### src/rtl/cam_pkg.sv
// ----------------------------------------------------------------------------
// cam_pkg : shared encodings, FSM state type and RGB565 field widths
// Revision: 1.0
// ----------------------------------------------------------------------------
`default_nettype none

package cam_pkg;

  localparam int MODE_RGB332 = 0;
  localparam int MODE_RGB444 = 1;
  localparam int MODE_GRAY8  = 2;

  localparam int R_W = 5;
  localparam int G_W = 6;
  localparam int B_W = 5;

  typedef enum logic [1:0] {
    S_SYNC    = 2'd0,
    S_ARMED   = 2'd1,
    S_CAPTURE = 2'd2
  } cap_state_t;

endpackage

`default_nettype wire

### src/rtl/cam_px_convert.sv
// ----------------------------------------------------------------------------
// cam_px_convert : combinational RGB565 -> RGB332 / RGB444 / 8-bit gray
// Revision: 1.0
// ----------------------------------------------------------------------------
`default_nettype none

module cam_px_convert
  import cam_pkg::*;
#(
  parameter int MODE = MODE_RGB332,
  parameter int DW   = 8
) (
  input  logic [15:0]   rgb565,
  output logic [DW-1:0] px
);

  logic [R_W-1:0] r;
  logic [G_W-1:0] g;
  logic [B_W-1:0] b;
  logic [7:0]     r8;
  logic [7:0]     g8;
  logic [7:0]     b8;
  logic [9:0]     sum;

  assign {r, g, b} = rgb565;

  // Bit replication expands each channel to the full 0..255 range.
  assign r8  = {r, r[4:2]};
  assign g8  = {g, g[5:4]};
  assign b8  = {b, b[4:2]};
  assign sum = {2'b00, r8} + {1'b0, g8, 1'b0} + {2'b00, b8};

  always_comb begin
    px = '0;
    case (MODE)
      MODE_RGB332: px = DW'({r[4:2], g[5:3], b[4:3]});
      MODE_RGB444: px = DW'({r[4:1], g[5:2], b[4:1]});
      default:     px = DW'(sum >> 2);
    endcase
  end

endmodule

`default_nettype wire

### src/rtl/cam_capture.sv
// ----------------------------------------------------------------------------
// cam_capture : camera byte stream -> pixel memory writes (optional 2x decimation
//               via CAM_CAPTURE_DECIM_EN)
// Revision: 1.0
// ----------------------------------------------------------------------------
`default_nettype none

module cam_capture
  import cam_pkg::*;
#(
  parameter int AW    = 17,
  parameter int IMG_W = 160,
  parameter int IMG_H = 120,
  parameter int MODE  = MODE_RGB332,
  parameter int DW    = 8
) (
  input  logic          pclk,
  input  logic          rst,
  input  logic          vsync,
  input  logic          href,
  input  logic [7:0]    px_data,
  output logic [AW-1:0] mem_px_addr,
  output logic [DW-1:0] mem_px_data,
  output logic          px_wr,
  output logic          frame_done,
  output logic          overflow
);

  localparam logic [AW-1:0] PX_TOTAL = AW'(IMG_W * IMG_H);

  cap_state_t    state;
  cap_state_t    state_nxt;
  logic [AW-1:0] addr;
  logic          phase;
  logic [7:0]    hi_byte;
  logic [DW-1:0] conv_px;
  logic          start;
  logic          capture;
  logic          px_done;
  logic          keep;

  cam_px_convert #(
    .MODE (MODE),
    .DW   (DW)
  ) u_convert (
    .rgb565 ({hi_byte, px_data}),
    .px     (conv_px)
  );

  assign start   = (state == S_ARMED) && !vsync;
  assign capture = (state == S_CAPTURE);
  assign px_done = capture && href && phase;

  always_ff @(posedge pclk) begin
    if (rst) state <= S_SYNC;
    else     state <= state_nxt;
  end

  always_comb begin
    state_nxt = state;
    case (state)
      S_SYNC:    if (vsync)  state_nxt = S_ARMED;
      S_ARMED:   if (!vsync) state_nxt = S_CAPTURE;
      S_CAPTURE: if (vsync)  state_nxt = S_ARMED;
      default:   state_nxt = S_SYNC;
    endcase
  end

`ifdef CAM_CAPTURE_DECIM_EN
  logic col_odd;
  logic row_odd;
  logic href_d;

  // Only parity matters: a line ends on every falling edge of href.
  always_ff @(posedge pclk) begin
    if (rst) begin
      col_odd <= 1'b0;
      row_odd <= 1'b0;
      href_d  <= 1'b0;
    end else begin
      href_d <= href;
      if (start) begin
        col_odd <= 1'b0;
        row_odd <= 1'b0;
      end else if (capture) begin
        if (!href)      col_odd <= 1'b0;
        else if (phase) col_odd <= ~col_odd;
        if (href_d && !href) row_odd <= ~row_odd;
      end
    end
  end

  assign keep = !col_odd && !row_odd;
`else
  assign keep = 1'b1;
`endif

  always_ff @(posedge pclk) begin
    if (rst) begin
      addr        <= '0;
      phase       <= 1'b0;
      hi_byte     <= 8'h00;
      mem_px_addr <= '0;
      mem_px_data <= '0;
      px_wr       <= 1'b0;
      frame_done  <= 1'b0;
      overflow    <= 1'b0;
    end else begin
      px_wr      <= 1'b0;
      frame_done <= 1'b0;
      if (start) begin
        addr  <= '0;
        phase <= 1'b0;
      end else if (capture) begin
        if (vsync) frame_done <= 1'b1;
        if (!href) begin
          phase <= 1'b0;
        end else if (!phase) begin
          hi_byte <= px_data;
          phase   <= 1'b1;
        end else begin
          phase <= 1'b0;
          if (keep) begin
            if (addr == PX_TOTAL) begin
              overflow <= 1'b1;
            end else begin
              px_wr       <= 1'b1;
              mem_px_addr <= addr;
              mem_px_data <= conv_px;
              addr        <= addr + 1'b1;
            end
          end
        end
      end
    end
  end

  wire unused_px_done = px_done;

endmodule

`default_nettype wire

### config.mk
export PLATFORM = sky130hd
export DESIGN_NAME = cam_capture
export DESIGN_NICKNAME = d
export VERILOG_FILES = /design/src/rtl/cam_pkg.sv /design/src/rtl/cam_px_convert.sv /design/src/rtl/cam_capture.sv
export SDC_FILE = /design/constraint.sdc
export NUM_CORES = 1
export LEC_CHECK = 0
export BUFFER_PORTS_ARGS = -buffer_cell sky130_fd_sc_hd__buf_4
export CORE_ASPECT_RATIO = 1.2
export CORE_MARGIN = 2
export CORE_UTILIZATION = 50
export CTS_CLUSTER_SIZE = 14
export DETAILED_ROUTE_END_ITERATION = 10
export PLACE_DENSITY_LB_ADDON = 0.1
export REMOVE_ABC_BUFFERS = 1
export SLEW_MARGIN = 40
export SYNTH_ARGS = -nofsm -noshare
export SYNTH_HDL_FRONTEND = slang
export SYNTH_HIERARCHICAL = 1
export SYNTH_SLANG_ARGS = --single-unit
### constraint.sdc
create_clock -name pclk -period 4.8 [get_ports pclk]
set_clock_uncertainty 0.05 [all_clocks]
set_input_delay 0 -clock pclk [delete_from_list [all_inputs] [get_ports pclk]]
set_output_delay 0 -clock pclk [all_outputs]
set_load 0.05 [all_outputs]
==> qor.yml <==
run_status:
  status: "finished clean"
finish:
  layout_commonest_cell: "dfxtp_1"
  n_antenna_cell: 0
  final_cell_mix: "dfxtp_1, buf_4, a21oi_1"
  final_cells: 353
  fillCellCount: 403
  final_area_mm2: 0.002754
  final_layout_size_suffix_gt1_frac: 0.1852
  syn_to_final_growth_pct: 20.21
  fin_nets: 311
run:
  cap_violations: 0
route:
  postRouteAntennaNets: 0
  wl_um: 4939
  wl_per_cell_um: 13.99
  drt-vias-per-instance: 5.535
  drcViolationCount: 0
  vias: 1954
  drt_iter0_drc: 84
  first_pass_iters: 6
sta:
  setup_viol: 0
  maxSlewHeadroom: 0.6604
  finalHoldViolCount: 0
  fmax_mhz: 469.1
  post-route-period-util: 0.4442
  drv_slew: 0
  tightest_slew_ns: 0.5094
  rsz0062_at_grt: "false"
  fin_setup_tns_ns: 0
  min_period_ns: 2.132
global_routing:
  grt.overflow.total: 0
  grt_max_degree: 35
  grt_usage: 0.2059
  first_global_vias: 1735
  antenna_found_initial: 0
  grt_pass1_wl_um: 8197
pwr:
  p_leak_nw: 0.9969
  p_per_area_mw_per_mm2: 286.6
  peakVddDrop_v: 0.0002337
placed_design:
  dp_cells: 337
  port-buffer-count: 39
  placed_cell_area_mm2: 0.002551
  gp_congestion: 0.8180
  dpl.hpwl_um: 3065
worst_setup_path:
  cp.arrival_ns: 2.33
  crit_path_end_kind: "register"
  critPathMaxFanout: 33
  worstPathRequired_ns: 4.99
  critPathLaunchType: "register"
  worstSetupPathType: "reg2reg"
clock_tree:
  clk_latency_ns: 0.30
  numClockSinks: 54
  h-tree-depth: 2
  cts-root-buf: "clkbuf_8"
  clk_pin_slew_worst_paths_ns: 0.09
  cts_tree: "done"
  clk_path_buf_depth: 2
  numCtsBuffers: 5
  cts_setup_buffers: 0
hold_path:
  hold_path_class: "in2reg"
logic_synthesis:
  postSynthCellCount: 265
  yosys_warnings: 6
  syn_area_per_cell_um2: 8.645
  synth.cell_area_mm2: 0.002291
floorplanning:
  coreArea_mm2: 0.004327
  fp-row-count: 26
  dieArea_mm2: 0.005141
  initial_utilization: 0.5295
  die_h_um: 78.15
  ios: 40
  die_x_um: 65.79
## path summary, 6_finish.rpt
check | start | slack [ns] | to | cells after the start
setup / recovery | state[1] | 2.67 | addr[14] | 4
setup reg to reg | state[1] | 2.67 | addr[14] | 4
hold reg to reg | hi_byte[2] | 0.42 | mem_px_data[4] | 2
hold / removal | rst | 0.03 | hi_byte[6] | 2
## metal layers
metal	vias up	routed length (µm)	part of all wire	track usage
li1	1001	-	-	-
met1	908	2175	0.44	0.2420
met3	5	205	0.042	0.05014
met4	0	84	0.017	0.08750
met5	-	0	0	0
met2	40	2474	0.50	0.3515
## critical path: stages (launching register included)
cell      delay [ns]
dfxtp_1         0.46
nand4b_4        0.42
or2_1           0.46
or4_1           0.53
a21oi_1         0.14
## metrics by stage
step	setup WS, ns	utilization	power, mW	hold WS [ns]
after global placement	2.447	0.5850	0.4841	0.1391
after global routing	2.485	0.6365	0.8167	0.02638
after detailed placement	2.671	0.5896	0.4845	0.1382
final	2.668	0.6365	0.7894	0.03355
after floorplan	2.661	-	0.4690	0.01907
after CTS	2.636	0.6365	0.7938	0.02930
## final cells by class
cell class	instances	area (µm²)	share of cell area
Clock inverter	1	30.03	0.01090
Clock buffer	6	82.58	0.02999
Sequential cell	54	1081	0.3926
Tap cell	56	70.07	0.02544
Multi-Input combinational cell	180	1055	0.3830
Timing Repair Buffer	53	424.2	0.1540
Inverter	3	11.26	0.004089
## repair_timing
item / CTS / global route
hold buffers: 9 / 0
resized for setup: 0 / 0
hold endpoints to repair: 11 / 0
## registers in the layout, summed over array words and instances, names as in the netlist
| name | cells |
|---|---|
| mem_px_data | 8 |
| state | 2 |
| overflow | 1 |
| phase | 1 |
| addr | 17 |
| mem_px_addr | 17 |
| frame_done | 1 |
| hi_byte | 6 |
| px_wr | 1 |
## where the power goes
group          switching (mW)  internal [mW]  leakage [nW]  total [mW]
clock network           0.143          0.167        0.0573       0.310
logic                  0.0136         0.0147         0.504      0.0283
registers             0.00199          0.449         0.435       0.451
total                   0.158          0.631         0.997       0.789
Power figures use the tool's default switching activity.
